**config.mk**
```make
export PLATFORM = sky130hd
export DESIGN_NAME = cdb_broadcast_flat
export DESIGN_NICKNAME = d
export VERILOG_FILES = /design/src/rtl/cdb_broadcast_if.sv /design/src/rtl/cdb_broadcast.sv /design/src/flat_wrapper.sv
export SDC_FILE = /design/constraint.sdc
export NUM_CORES = 1
export LEC_CHECK = 0
export BUFFER_PORTS_ARGS = -buffer_cell sky130_fd_sc_hd__buf_2
export CAP_MARGIN = 5
export CORE_MARGIN = 5
export CORE_UTILIZATION = 65
export DETAILED_ROUTE_END_ITERATION = 8
export HOLD_SLACK_MARGIN = 0.02
export PLACE_DENSITY_LB_ADDON = 0.25
export SETUP_SLACK_MARGIN = 0.3
export SYNTH_ARGS = -nofsm -noshare
export SYNTH_HDL_FRONTEND = slang
export SYNTH_SLANG_ARGS = --single-unit
```
**constraint.sdc**
```tcl
create_clock -name clk -period 13.2 [get_ports clk]
set_input_delay 0.66 -clock clk [delete_from_list [all_inputs] [get_ports clk]]
set_output_delay 0.66 -clock clk [all_outputs]
set_load 0.05 [all_outputs]
```
**src/rtl/cdb_broadcast_if.sv**
```systemverilog
// Bus bundle between the functional units, the reservation station and
// the CDB broadcaster.
//   branch_recover_i : flush all pending completions
//   complete_valid_i : per-FU completion strobe
//   complete_tag_i   : per-FU destination tag, slice i = [i*TAG_W +: TAG_W]
//   fu_ready_o       : per-FU ready (completion FIFO not full)
//   cdb_tag_o        : broadcast tags, lane-sliced
//   cdb_en_o         : per-lane broadcast valid
//   overflow_o       : sticky completion-FIFO overflow flag
// The master modport is the producer side (FUs / control); the slave
// modport is the broadcaster.
interface cdb_broadcast_if #(
    parameter int FU_NUM    = 5,
    parameter int TAG_W     = 6,
    parameter int CDB_WIDTH = 2
);
    logic                          branch_recover_i;
    logic [FU_NUM-1:0]             complete_valid_i;
    logic [FU_NUM*TAG_W-1:0]       complete_tag_i;
    logic [FU_NUM-1:0]             fu_ready_o;
    logic [CDB_WIDTH*TAG_W-1:0]    cdb_tag_o;
    logic [CDB_WIDTH-1:0]          cdb_en_o;
    logic                          overflow_o;

    modport master (
        output branch_recover_i, complete_valid_i, complete_tag_i,
        input  fu_ready_o, cdb_tag_o, cdb_en_o, overflow_o
    );

    modport slave (
        input  branch_recover_i, complete_valid_i, complete_tag_i,
        output fu_ready_o, cdb_tag_o, cdb_en_o, overflow_o
    );
endinterface

```
**src/rtl/cdb_broadcast.sv**
```systemverilog
// Completion-side broadcaster. Each FU owns a small completion FIFO; a
// round-robin arbiter picks up to CDB_WIDTH non-empty FIFO heads per cycle
// and registers them onto the common data bus.
//   clk   : clock
//   reset : synchronous, active-high
//   bus   : cdb_broadcast_if slave (completions in, ready/CDB/overflow out)
// All outputs are registered. fu_ready_o is the registered "not full" view
// of each FIFO, so it has no combinational path from the inputs.
module cdb_broadcast #(
    parameter int FU_NUM    = 5,
    parameter int PREG_NUM  = 64,
    parameter int CDB_WIDTH = 2,
    parameter int QDEPTH    = 2
) (
    input logic           clk,
    input logic           reset,
    cdb_broadcast_if.slave bus
);
    localparam int TAG_W  = $clog2(PREG_NUM);
    localparam int CNT_W  = $clog2(QDEPTH) + 1;
    localparam int PTR_W  = (QDEPTH > 1) ? $clog2(QDEPTH) : 1;
    localparam int RR_W   = (FU_NUM > 1) ? $clog2(FU_NUM) : 1;
    localparam int LANE_W = (CDB_WIDTH > 1) ? $clog2(CDB_WIDTH) : 1;

    // FIFO storage and bookkeeping
    logic [TAG_W-1:0]           mem_r   [FU_NUM][QDEPTH];
    logic [PTR_W-1:0]           head_r  [FU_NUM];
    logic [PTR_W-1:0]           tail_r  [FU_NUM];
    logic [CNT_W-1:0]           count_r [FU_NUM];
    logic [CNT_W-1:0]           count_nxt_s [FU_NUM];
    logic [RR_W-1:0]            rr_ptr_r;
    logic [FU_NUM-1:0]          fu_ready_r;
    logic                       overflow_r;
    logic [CDB_WIDTH*TAG_W-1:0] cdb_tag_r;
    logic [CDB_WIDTH-1:0]       cdb_en_r;

    // Arbitration / push decode
    logic [FU_NUM-1:0]          push_s;
    logic                       overflow_hit_s;
    logic [FU_NUM-1:0]          grant_s;
    logic [TAG_W-1:0]           lane_tag_s [CDB_WIDTH];
    logic [CDB_WIDTH-1:0]       lane_en_s;
    logic [LANE_W-1:0]          lane_s;
    logic                       lanes_full_s;
    logic                       any_grant_s;
    logic [RR_W-1:0]            last_s;
    logic [RR_W:0]              sum_s;
    logic [RR_W-1:0]            idx_s;

    // Wrap-around increment; equals natural wrap for power-of-two depths.
    function automatic logic [PTR_W-1:0] ptr_inc(input logic [PTR_W-1:0] p);
        if (p == PTR_W'(QDEPTH - 1)) begin
            return PTR_W'(0);
        end else begin
            return p + PTR_W'(1);
        end
    endfunction

    assign bus.fu_ready_o = fu_ready_r;
    assign bus.cdb_tag_o  = cdb_tag_r;
    assign bus.cdb_en_o   = cdb_en_r;
    assign bus.overflow_o = overflow_r;

    // Push qualification: zero tags are acknowledged but never stored.
    always_comb begin
        push_s         = {FU_NUM{1'b0}};
        overflow_hit_s = 1'b0;
        for (int i = 0; i < FU_NUM; i++) begin
            push_s[i] = bus.complete_valid_i[i] && fu_ready_r[i] &&
                        (bus.complete_tag_i[i*TAG_W +: TAG_W] != TAG_W'(0));
            if (bus.complete_valid_i[i] && !fu_ready_r[i]) begin
                overflow_hit_s = 1'b1;
            end else begin
                overflow_hit_s = overflow_hit_s;
            end
        end
    end

    // Round-robin scan from rr_ptr over registered FIFO state; first grant
    // in scan order lands on lane 0.
    always_comb begin
        grant_s      = {FU_NUM{1'b0}};
        lane_en_s    = {CDB_WIDTH{1'b0}};
        lane_s       = LANE_W'(0);
        lanes_full_s = 1'b0;
        any_grant_s  = 1'b0;
        last_s       = rr_ptr_r;
        sum_s        = (RR_W+1)'(0);
        idx_s        = RR_W'(0);
        for (int l = 0; l < CDB_WIDTH; l++) begin
            lane_tag_s[l] = TAG_W'(0);
        end
        for (int k = 0; k < FU_NUM; k++) begin
            sum_s = {1'b0, rr_ptr_r} + (RR_W+1)'(k);
            idx_s = (sum_s >= (RR_W+1)'(FU_NUM)) ? RR_W'(sum_s - (RR_W+1)'(FU_NUM))
                                                 : RR_W'(sum_s);
            if ((count_r[idx_s] != CNT_W'(0)) && !lanes_full_s) begin
                grant_s[idx_s]     = 1'b1;
                lane_en_s[lane_s]  = 1'b1;
                lane_tag_s[lane_s] = mem_r[idx_s][head_r[idx_s]];
                last_s             = idx_s;
                any_grant_s        = 1'b1;
                if (lane_s == LANE_W'(CDB_WIDTH - 1)) begin
                    lanes_full_s = 1'b1;
                end else begin
                    lane_s = lane_s + LANE_W'(1);
                end
            end else begin
                lane_s = lane_s;
            end
        end
    end

    // Next occupancy per FIFO: simultaneous push and pop leave it unchanged.
    always_comb begin
        for (int i = 0; i < FU_NUM; i++) begin
            case ({push_s[i], grant_s[i]})
                2'b10:   count_nxt_s[i] = count_r[i] + CNT_W'(1);
                2'b01:   count_nxt_s[i] = count_r[i] - CNT_W'(1);
                default: count_nxt_s[i] = count_r[i];
            endcase
        end
    end

    // State update: reset, then branch recovery, then normal push/pop/broadcast.
    always_ff @(posedge clk) begin
        if (reset) begin
            for (int i = 0; i < FU_NUM; i++) begin
                head_r[i]  <= PTR_W'(0);
                tail_r[i]  <= PTR_W'(0);
                count_r[i] <= CNT_W'(0);
                for (int d = 0; d < QDEPTH; d++) begin
                    mem_r[i][d] <= TAG_W'(0);
                end
            end
            rr_ptr_r   <= RR_W'(0);
            fu_ready_r <= {FU_NUM{1'b1}};
            overflow_r <= 1'b0;
            cdb_tag_r  <= {(CDB_WIDTH*TAG_W){1'b0}};
            cdb_en_r   <= {CDB_WIDTH{1'b0}};
        end else if (bus.branch_recover_i) begin
            // Flush drops queued and in-flight completions; overflow is kept.
            for (int i = 0; i < FU_NUM; i++) begin
                head_r[i]  <= PTR_W'(0);
                tail_r[i]  <= PTR_W'(0);
                count_r[i] <= CNT_W'(0);
            end
            rr_ptr_r   <= RR_W'(0);
            fu_ready_r <= {FU_NUM{1'b1}};
            cdb_tag_r  <= {(CDB_WIDTH*TAG_W){1'b0}};
            cdb_en_r   <= {CDB_WIDTH{1'b0}};
        end else begin
            for (int i = 0; i < FU_NUM; i++) begin
                if (push_s[i]) begin
                    mem_r[i][tail_r[i]] <= bus.complete_tag_i[i*TAG_W +: TAG_W];
                    tail_r[i]           <= ptr_inc(tail_r[i]);
                end
                if (grant_s[i]) begin
                    head_r[i] <= ptr_inc(head_r[i]);
                end
                count_r[i]    <= count_nxt_s[i];
                fu_ready_r[i] <= (count_nxt_s[i] != CNT_W'(QDEPTH));
            end
            for (int l = 0; l < CDB_WIDTH; l++) begin
                cdb_tag_r[l*TAG_W +: TAG_W] <= lane_tag_s[l];
            end
            cdb_en_r   <= lane_en_s;
            overflow_r <= overflow_r | overflow_hit_s;
            if (any_grant_s) begin
                rr_ptr_r <= (last_s == RR_W'(FU_NUM - 1)) ? RR_W'(0) : last_s + RR_W'(1);
            end
        end
    end
endmodule

```
**src/flat_wrapper.sv**
```systemverilog
// flat-port wrapper written by rule: the top's interface ports become plain ports
module cdb_broadcast_flat 
#(
    parameter int FU_NUM    = 5,
    parameter int PREG_NUM  = 64,
    parameter int CDB_WIDTH = 2,
    parameter int QDEPTH    = 2
)
  (clk, reset, bus_branch_recover_i, bus_complete_valid_i, bus_complete_tag_i, bus_fu_ready_o, bus_cdb_tag_o, bus_cdb_en_o, bus_overflow_o);
  cdb_broadcast_if #(.FU_NUM(FU_NUM), .TAG_W((6)), .CDB_WIDTH(CDB_WIDTH)) bus_i ();
  input logic clk;
  input logic reset;
  input wire logic [$bits(bus_i.branch_recover_i)-1:0] bus_branch_recover_i;
  input wire logic [$bits(bus_i.complete_valid_i)-1:0] bus_complete_valid_i;
  input wire logic [$bits(bus_i.complete_tag_i)-1:0] bus_complete_tag_i;
  output wire logic [$bits(bus_i.fu_ready_o)-1:0] bus_fu_ready_o;
  output wire logic [$bits(bus_i.cdb_tag_o)-1:0] bus_cdb_tag_o;
  output wire logic [$bits(bus_i.cdb_en_o)-1:0] bus_cdb_en_o;
  output wire logic [$bits(bus_i.overflow_o)-1:0] bus_overflow_o;
  assign bus_i.branch_recover_i = bus_branch_recover_i;
  assign bus_i.complete_valid_i = bus_complete_valid_i;
  assign bus_i.complete_tag_i = bus_complete_tag_i;
  assign bus_fu_ready_o = bus_i.fu_ready_o;
  assign bus_cdb_tag_o = bus_i.cdb_tag_o;
  assign bus_cdb_en_o = bus_i.cdb_en_o;
  assign bus_overflow_o = bus_i.overflow_o;
  cdb_broadcast #(.FU_NUM(FU_NUM), .PREG_NUM(PREG_NUM), .CDB_WIDTH(CDB_WIDTH), .QDEPTH(QDEPTH)) u_core (.clk(clk), .reset(reset), .bus(bus_i));
endmodule
```
Word level (Yosys, flattened, before mapping)

Memory sizes are Yosys's and may differ from the RTL's.
Cells that the tools add are included.

Word-level logic and storage cells: 562
Input port bits: 38
Bits in writable memories: 80
Register bits after elaboration: 23
Memories: 4
Output and inout port bits: 20

Memory list:

| memory         | words | width | read ports | clocked after Yosys merged registers in | wr ports | RTL line            | RTL |
|---|---|---|---|---|---|---|---|
| u_core.mem_r   | 5     | 12    | 5          | 0                                       | 5        | cdb_broadcast.sv:26 | `logic [TAG_W-1:0] mem_r [FU_NUM][QDEPTH];` |
| u_core.count_r | 5     | 2     | 10         | 0                                       | 5        | cdb_broadcast.sv:29 | `logic [CNT_W-1:0] count_r [FU_NUM];` |
| u_core.head_r  | 5     | 1     | 10         | 0                                       | 5        | cdb_broadcast.sv:27 | `logic [PTR_W-1:0] head_r [FU_NUM];` |
| u_core.tail_r  | 5     | 1     | 5          | 0                                       | 5        | cdb_broadcast.sv:28 | `logic [PTR_W-1:0] tail_r [FU_NUM];` |

Reduce and logical (&&, ||, !) cells: 55
Mux-type cells: 290
Magnitude comparators: 46
Bitwise gates (word level): 113
Add/sub/neg operators: 33
Equal/unequal tests: 16

Operator list:

| operator                                                          | count |
|---|---|
| two-way mux 1 bit                                                 | 199 |
| two-way mux 6 bit                                                 | 25 |
| two-way mux 12 bit                                                | 9 |
| OR 1 bit                                                          | 91 |
| demux 6 bit (select 1 bit)                                        | 9 |
| bitwise mux 12 bit                                                | 4 |
| logical AND 1 bit                                                 | 36 |
| two-way mux 3 bit                                                 | 11 |
| nonzero test 6 bit                                                | 5 |
| greater-or-equal comparator 2 bit, second input constant          | 14 |
| two-way mux 2 bit                                                 | 14 |
| inverter 1 -> 2 bit                                               | 14 |
| two-way mux 5 bit                                                 | 5 |
| less-than comparator 3 x 4 -> 1 bit, second input constant        | 5 |
| OR 5 bit                                                          | 4 |
| one-hot mux 2 bit (2 select lines)                                | 5 |
| less-than comparator 2 x 1 -> 1 bit, second input constant        | 9 |
| greater-or-equal comparator 4 x 3 -> 1 bit, second input constant | 4 |
| demux 1 bit (select 3 bit)                                        | 5 |
| greater-or-equal comparator 3 x 1 -> 1 bit, second input constant | 5 |
| subtractor 3 bit, second input constant                           | 5 |
| adder 1 bit, second input constant                                | 13 |
| adder 2 x 1 -> 2 bit, second input constant                       | 5 |
| == test 2 x 1 -> 1 bit, second input constant                     | 5 |
| other kinds (17)                                                  | 52 |

Logic depth before layout (Yosys ltp)

Gate-level depths: netlist of run 1.
An unclocked memory read counts as a cell.

Depth in word-level cells: 21
Gate-level depth with buffers: 23
Depth with buffers taken out: 19

Least setup slack after synthesis of run 1

Ideal clock, no wire load.

Kind: reg-to-reg
Start point: register u_core.rr_ptr_r[0]
End point: register u_core.fu_ready_r[0], in the netlist u_core.bus.fu_ready_o[0]
Library setup time: 0.120 ns
Stages on the path, launching flop included: 22
Path slack: 8.509 ns
Path buffers: 4
Data required time: 13.080 ns
Arrival time: 4.571 ns
Period minus slack after synthesis: 4.691 ns
Cell sequence: dfxtp_1 buf_6 buf_6 inv_2 ha_1 inv_1 fa_1 clkbuf_1 or2_2 a32o_1 buf_2 o211ai_1 a22oi_1 maj3_1 nand3_1 nor2_1 nor3_1 inv_1 ha_1 or3_1 a21oi_1 nand2_1

Longest elaborated chain between the ends: 19
Elaborated cells on any way between the ends: 82
Classes of those cells: add/sub (11); order compare (15); eq/ne (3); mux (32); bitwise (4); reduce/logical (16); memory (1)

RTL lines:

| element                                                                       | RTL line             | RTL |
|---|---|---|
| start, declared                                                               | cdb_broadcast.sv:31  | `logic [RR_W-1:0] rr_ptr_r;` |
| start signal, assigned                                                        | cdb_broadcast.sv:170 | `rr_ptr_r <= (last_s == RR_W'(FU_NUM - 1)) ? RR_W'(0) : last_s + RR_W'(1);` |
| parallel branches: the longest is 15 deep, another holds adder 3 x 1 -> 4 bit | --                   |  |
| two-way mux 5 bit (*)                                                         | cdb_broadcast.sv:97  | `if ((count_r[idx_s] != CNT_W'(0)) && !lanes_full_s) begin` |
| == test 2 x 1 -> 1 bit or == test 2 bit (tied branches)                       | cdb_broadcast.sv:117 | `case ({push_s[i], grant_s[i]})` |
| one-hot mux 2 bit (2 select lines) (*)                                        | cdb_broadcast.sv:117 |  |
| != test 2 bit (*)                                                             | cdb_broadcast.sv:162 | `fu_ready_r[i] <= (count_nxt_s[i] != CNT_W'(QDEPTH));` |
| end signal, assigned                                                          | cdb_broadcast.sv:137 | `fu_ready_r <= {FU_NUM{1'b1}};` |
| end signal, assigned                                                          | cdb_broadcast.sv:149 | `fu_ready_r <= {FU_NUM{1'b1}};` |
| end signal, assigned by index                                                 | cdb_broadcast.sv:162 |  |
| end, declared                                                                 | cdb_broadcast.sv:32  | `logic [FU_NUM-1:0] fu_ready_r;` |

Mark *: on every way between the ends.
A chain may end at the register's enable or synchronous reset.

Worst setup path in the final report of run 1

Start point: register u_core.rr_ptr_r[2]
End point: register u_core.fu_ready_r[0], in the netlist u_core.bus.fu_ready_o[0]

The elaborated chain is that of the path after synthesis.

==> summary.md, run 1 <==
| Metric | Value |
|---|---|
| Status | finished, final reports clean |
| Initial DRC count | 1427 |
| Hold_ws | 487 ps |
| Top cell type's share of synthesized area | 26.6% |
| H-tree depth | 3 |
| # rows | 43 |
| Worst setup margin | between 6000 and 7000 ps |
| Min cycle time layout | 6280 ps |
| Antenna cells | 0 |
| Startpoint type of the worst setup path | register |
| Finished Layout Cells | 1220 |
| Drt pass-1 iters | 7 |
| Syn_area_per_cell | 8.98 µm² |
| Setup TNS Final | 0 ps |
| Maximum buffer depth of the clock tree | 2 |
| Cell taking the most area after synthesis | edfxtp_1 |
| PD cells | 281 nW/µm² |
| Setup bufs post-CTS | 0 |
| Pre-CTS WS | roughly 7200 ps |
| Num CTS Buffers | 9 |
| R2r endpoint | u_core.bus.fu_ready_o[0] |
| RePlAce Congestion | approximately 1 |
| Worst Hold Launch | u_core.bus.overflow_o |
| Post-DP HPWL | 22900 µm |
| Placed Cells incl. Taps | 1204 |
| Post-synth ARST share | 0% |
| Post-detailed-route count of antenna-violating nets | 0 |
| CTS tree | yes |
| RSZ-0062 raised after global routing | false |
| Delay-heaviest family, CP | simple AND/OR/NAND/NOR gates |
| Layout area overhead | 7.57% |
| Number of global-route vias before repair | ~8500 |
| Share of layout cells above drive strength 1 | around 16% |
| Worst Path Buf+Inv | 1 |
| Initial core utilization | 65.5% |
| Leak | 3.81 nW |
| CP Data Arrival Time | 6520 ps |
| Final Hold Fails | 0 |
| Drt total wl | 30900 µm |
| DR vias/cell | 7.37 |
| WHS Endpoint | u_core.bus.overflow_o |
| I/O pin count | 58 |
| GRT Util Overall | approximately 38% |
| Hold-critical path depth | 2 |
| Max-Cap Viols | 0 |
| CP max FO | 29 |
| CP Cell Sequence | ha_1 -> nand2b_1 -> mux4_2 -> mux2i_1 -> a221o_2 -> and4_1 -> maj3_1 -> nand3_1 -> nor2_1 -> nor3_1 -> inv_1 -> ha_1 -> xnor2_1 -> or3_1 -> a21oi_1 -> nand2_1 |
| Seq pwr share | 18.3% |
| CTS clk-pin slew, worst paths | 90 ps |
| Most frequent cell on the critical path | ha_1 |
| Hold_buf cts | 0 |
| Worst vdd ir | 0.170 mV |
| Die height | about 130 µm |
| Remaining routing DRC violations | 0 |
| Combinational share of power | 71.3% |
| Internal reg-to-reg setup slack | 6920 ps |
| Sequential fraction of the synthesis area | about a third |
| Die Wd | 128 µm |
| Hold WC Path Type | reg -> reg |
| Resized Gates After CTS | 0 |
| Worst R2R Start | u_core.rr_ptr_r[2] |
| Synth top area cells | edfxtp_1 (27%), mux2i_1 (7.8%), mux4_2 (5.5%), dfxtp_1 (5.1%), nand2_1 (4.5%) |
| Post-synth EDFFs | 80 |
| DIE AREA | 16300 µm² |
| Number of I/O port buffers | 57 |
| Clk_lat worst skew | 360 ps |
| Rel. slew slack | 20.1% |
| Synth Register Bits | 103 |
| Slowest stage delay, CP | 850 ps |
| Top_reg_cell synth | edfxtp_1 |
| First-pass GRT wire length | 47900 µm |
| Max Slew Vio Count | 0 |
| CTS root buf | clkbuf_16 |
| WL/cell | approximately 25 µm |
| Clk_skew | 11.7 ps |
| Post-Syn Area | 9020 µm² |
| Final Power | 2.73 mW |
| CTS sink cnt | a little over 100 |
| Sw frac | 54.0% |
| WS Path Type | reg -> reg |
| Pin count of the biggest net entering global routing | 40 |
| Peak Freq | roughly 160 MHz |
| NetSw | about 1.5 mW |
| Final setup fails | 0 |
| Routed vias | 8994 |
| Post-route clock period utilization | 47.5% |
| Critical path's slowest cell | nor3_1 |
| Mapped Cells | around 1000 |
| Worst-Margin Slew | 1190 ps |
| CP required | around 13000 ps |
| Cell area after layout | 9710 µm² |
| Initial antenna violation count | 0 |
| Final core occ | 70.5% |
| Clock power frac | 10.3% |
| Core box area | 13800 µm² |
| GRT overflow | 0 |
| Endpoint type of the worst setup path | register |
| Yosys warns | 0 |
| Final net count | around 1100 |
| Placed cell areas | 9400 µm² |
| P_int | 1.25 mW |
| Synth unique cells | approximately 90 |
| Number of cells on the worst reg-to-reg path | 16 |
[sequential cells by signal, summed over array words and instances, names as in the netlist]
register / count
u_core.bus.overflow_o: 1
u_core.rr_ptr_r: 3
u_core.count_r: 10
u_core.tail_r: 5
u_core.bus.cdb_tag_o: 12
u_core.mem_r: 60
u_core.bus.fu_ready_o: 5
u_core.bus.cdb_en_o: 2
u_core.head_r: 5
[metal layers]
metal / GRT usage (%) / routed length [µm] / up-vias
li1: - / - / 3908
met1: 50.9 / 11400 / 4189
met2: 56.6 / 13100 / 736
met3: 10.0 / 4550 / 161
met4: 18.9 / 1800 / 0
met5: 0 / 0 / -
[Yosys cell counts (22+ instances only)]
master,instances
mux4_2,22
dfxtp_1,23
o21ai_0,37
a21oi_1,48
and2_1,43
nand3_1,34
nor2_1,86
a211oi_1,28
nand2_1,109
inv_1,25
clkbuf_1,36
edfxtp_1,80
nor3_1,27
and3_1,28
mux2i_1,70
[how the worst max path moves through the flow]
stage	from	to	slack (ps)	depth (start not counted)
after floorplan	u_core.rr_ptr_r[0]	u_core.bus.fu_ready_o[0]	8510	21
after global placement	u_core.rr_ptr_r[2]	u_core.bus.fu_ready_o[0]	7400	15
after detailed placement	u_core.rr_ptr_r[2]	u_core.bus.fu_ready_o[0]	7150	15
after CTS	u_core.rr_ptr_r[2]	u_core.bus.fu_ready_o[0]	7080	16
after global routing	u_core.rr_ptr_r[2]	u_core.bus.fu_ready_o[0]	6660	16
final	u_core.rr_ptr_r[2]	u_core.bus.fu_ready_o[0]	6920	16
[layout by cell type, fill, tap and decap left out, drive strengths merged, types with 29 or more instances in the layout]
cell	count
a211oi	29
a21oi	49
and2	43
buf	73
edfxtp	80
inv	32
mux2i	70
nand2	110
nand3	35
nor2	86
nor3	29
o21ai	39
[kinds of logic (layout without fill, tap and decap cells)]
family	Yosys count	in the layout	synth area share, %
and+or+nand+nor	390	390	21.3
xor gates and xnor gates	14	14	1.44
muxes	107	107	15.1
adders and majority gates	18	18	2.54
DFF	103	103	31.7
buffers and inverters	90	116	4.46
AOI/OAI and AO/OA	282	282	23.4
other	1	10	0.0416
[worst register-to-register path, stage by stage, from the launching register on]
cell and delay, ps:
dfxtp_1 840, ha_1 730, nand2b_1 210, mux4_2 690, mux2i_1 160, a221o_2 460
and4_1 350, maj3_1 460, nand3_1 180, nor2_1 60, nor3_1 850, inv_1 150
ha_1 270, xnor2_1 150, or3_1 330, a21oi_1 200, nand2_1 70
[final cells by class]
class,instances,area [µm²]
timing repair buffer,73,405
multi-input combinational,821,5810
clock inverter,7,80.1
tap,180,225
clock buffer,9,225
inverter,27,101
fill,1117,4070
sequential,103,2860
[power groups by stage]
stage | logic, mW | clock network [mW] | registers, mW
after global routing | 2.06 | 0.295 | 0.503
after floorplan | 1.39 | 0 | 0.513
after CTS | 1.87 | 0.280 | 0.493
final | 1.95 | 0.281 | 0.500
after global placement | 1.84 | 0 | 0.497
after detailed placement | 1.86 | 0 | 0.500
No activity file was read; power rests on OpenSTA's default activity.
==> inputs of run 2 (changes only) <==
--- a/config.mk
+++ b/config.mk
@@ -8,7 +8,7 @@
 export BUFFER_PORTS_ARGS = -buffer_cell sky130_fd_sc_hd__buf_2
 export CAP_MARGIN = 5
 export CORE_MARGIN = 5
-export CORE_UTILIZATION = 65
+export CORE_UTILIZATION = 63
 export DETAILED_ROUTE_END_ITERATION = 8
 export HOLD_SLACK_MARGIN = 0.02
 export PLACE_DENSITY_LB_ADDON = 0.25
==> constraint.sdc (replaced) <==
create_clock -name clk -period 6.4 [get_ports clk]
set_input_delay 0.32 -clock clk [delete_from_list [all_inputs] [get_ports clk]]
set_output_delay 0.32 -clock clk [all_outputs]
set_load 0.05 [all_outputs]
==> run 2 against run 1 <==
Fmax up 9.1%. Register-to-register slack got worse by 6300 ps. Core utilization fell by 0.48 points. Combinational power rose by 120%. Count of clock-buffer cells in the layout did not move. Die area up 2.9%. Sequential cell count unchanged. First-iteration DRC count up 6.0%. Global-route usage increased by 1.7 points. Critical path depth fell by 2. Sequential power rose by 110%. Critical path type unchanged.
==> summary.md, run 2 (same netlist as run 1, synthesis figures left out) <==
| Metric | Value |
|---|---|
| CTS tree | yes |
| Routed vias | 9137 |
| Internal reg-to-reg setup slack | 650 ps |
| Final Power | roughly 6 mW |
| Maximum buffer depth of the clock tree | 2 |
| Clk_lat worst skew | 370 ps |
| Clock power frac | 10.2% |
| Worst Hold Launch | bus_complete_tag_i[18] |
| CTS sink cnt | between 100 and 150 |
| Antenna cells | 0 |
| Initial core utilization | 64.5% |
| CP required | approximately 6700 ps |
| Final net count | 1099 |
| Hold-critical path depth | 2 |
| Remaining routing DRC violations | 0 |
| Final setup fails | 0 |
| Initial antenna violation count | 0 |
| Worst vdd ir | 0.399 mV |
| Hold WC Path Type | in -> reg |
| Worst-Margin Slew | between 900 and 1000 ps |
| Hold_buf cts | 0 |
| R2r endpoint | u_core.bus.fu_ready_o[1] |
| WS Path Type | reg -> reg |
| Post-DP HPWL | 24400 µm |
| Drt pass-1 iters | 6 |
| Initial DRC count | 1513 |
| CP Data Arrival Time | 6000 ps |
| Setup bufs post-CTS | 0 |
| GRT Util Overall | about two fifths |
| I/O pin count | 58 |
| PD cells | between 500 and 600 nW/µm² |
| Rel. slew slack | between 30% and 40% |
| CTS root buf | clkbuf_16 |
| Final Hold Fails | 0 |
| RePlAce Congestion | ~1.0 |
| Min cycle time layout | 5750 ps |
| Number of global-route vias before repair | 8568 |
| Peak Freq | 174 MHz |
| Reg with most FFs | u_core.mem_r |
| WHS Endpoint | u_core.mem_r[3][6] |
| RSZ-0062 raised after global routing | false |
| Pin count of the biggest net entering global routing | 40 |
| Seq pwr share | 17.7% |
| Post-detailed-route count of antenna-violating nets | 0 |
| Endpoint type of the worst setup path | register |
| Status | finished, final reports clean |
| Max Slew Vio Count | 0 |
| P_int | between 2 and 3 mW |
| Setup TNS Final | 0 ps |
| First-pass GRT wire length | roughly 50000 µm |
| Worst R2R Start | u_core.rr_ptr_r[1] |
| Commonest cells after routing, fill and taps aside | nand2_1 (109), nor2_1 (85), edfxtp_1 (80) |
| Max-Cap Viols | 0 |
| Max reg flops | 60 |
| Sw frac | between 50% and 60% |
| Num CTS Buffers | 9 |
| GRT overflow | 0 |
| Layout area overhead | 8.50% |
| Number of fill cells | 1095 |
| DIE AREA | 16800 µm² |
| Post-route clock period utilization | around nine tenths |
| Number of cells on the worst reg-to-reg path | 14 |
| Resized Gates After CTS | 0 |
| Die height | 130 µm |
| Combinational share of power | between 70% and 80% |
| Number of I/O port buffers | 57 |
| Share of layout cells above drive strength 1 | 16.6% |
| Die Wd | 130 µm |
| DR vias/cell | about 7.4 |
| # rows | 43 |
| NetSw | 3.20 mW |
| Startpoint type of the worst setup path | register |
| CTS clk-pin slew, worst paths | 90 ps |
| WL/cell | 27.0 µm |
| Core box area | between 10000 and 15000 µm² |
| Clk_skew | 16.6 ps |
| Commonest non-fill, non-tap cell in the layout | nand2_1 |
| H-tree depth | 3 |
| CP max FO | 18 |
| Drt total wl | 33300 µm |
| Leak | 3.86 nW |
==> run 2: power by group through the flow <==
stage / Combinational [mW] / Clock [mW] / Sequential, mW
6_report: 4.22 / 0.594 / 1.03
5_1_grt: 4.45 / 0.621 / 1.04
4_1_cts: 4.06 / 0.586 / 1.02
3_5_place_dp: 4.03 / 0 / 1.03
3_3_place_gp: 4.00 / 0 / 1.03
2_1_floorplan: 2.87 / 0 / 1.06
==> run 2: per-stage QoR <==
step	utilization [%]	setup slack (ps)	instance area, µm²	hold slack [ps]	cells
6_report	70.0	649	9790	247	1230
5_1_grt	70.0	302	9790	256	1230
4_1_cts	70.0	846	9790	251	1230
3_5_place_dp	67.7	916	9480	464	1214
3_3_place_gp	67.7	1070	9480	450	1214
2_1_floorplan	-	1710	9060	500	1014
==> run 2: cell type report <==
| cell class | instances | area [µm²] | share of cell area [%] |
|---|---|---|---|
| clock buffer | 9 | 225 | 2.30 |
| sequential | 103 | 2860 | 29.2 |
| multi-input combinational | 821 | 5810 | 59.3 |
| inverter | 27 | 101 | 1.04 |
| tap | 180 | 225 | 2.30 |
| clock inverter | 7 | 88.8 | 0.907 |
| timing repair buffer | 83 | 480 | 4.91 |
==> run 2: worst max path at each step <==
stage,start,end,slack (ps)
after floorplan,u_core.rr_ptr_r[0],u_core.bus.fu_ready_o[0],1710
after global placement,u_core.rr_ptr_r[1],u_core.bus.fu_ready_o[0],1070
after detailed placement,u_core.rr_ptr_r[1],u_core.bus.fu_ready_o[0],920
after CTS,u_core.rr_ptr_r[1],u_core.bus.fu_ready_o[1],850
after global routing,u_core.rr_ptr_r[1],u_core.bus.fu_ready_o[1],300
final,u_core.rr_ptr_r[1],u_core.bus.fu_ready_o[1],650
==> run 2: metal layers <==
metal | track usage, % | up-vias | routed length (µm)
li1 | - | 3930 | -
met1 | 53.3 | 4232 | 12200
met2 | 59.6 | 816 | 14200
met3 | 12.4 | 159 | 5100
met4 | 16.1 | 0 | 1700
met5 | 0 | - | 0
==> run 2: critical path, cell delays in order, from the launching register on <==
cell,delay (ps)
dfxtp_1,670
inv_1,250
ha_1,780
nor2b_1,150
o21ai_0,130
and3_1,710
a221o_2,360
nand4_2,340
nor3_2,570
a2bb2oi_2,240
o221ai_2,390
ha_1,360
or3_1,390
a21oi_1,210
nand2_1,80
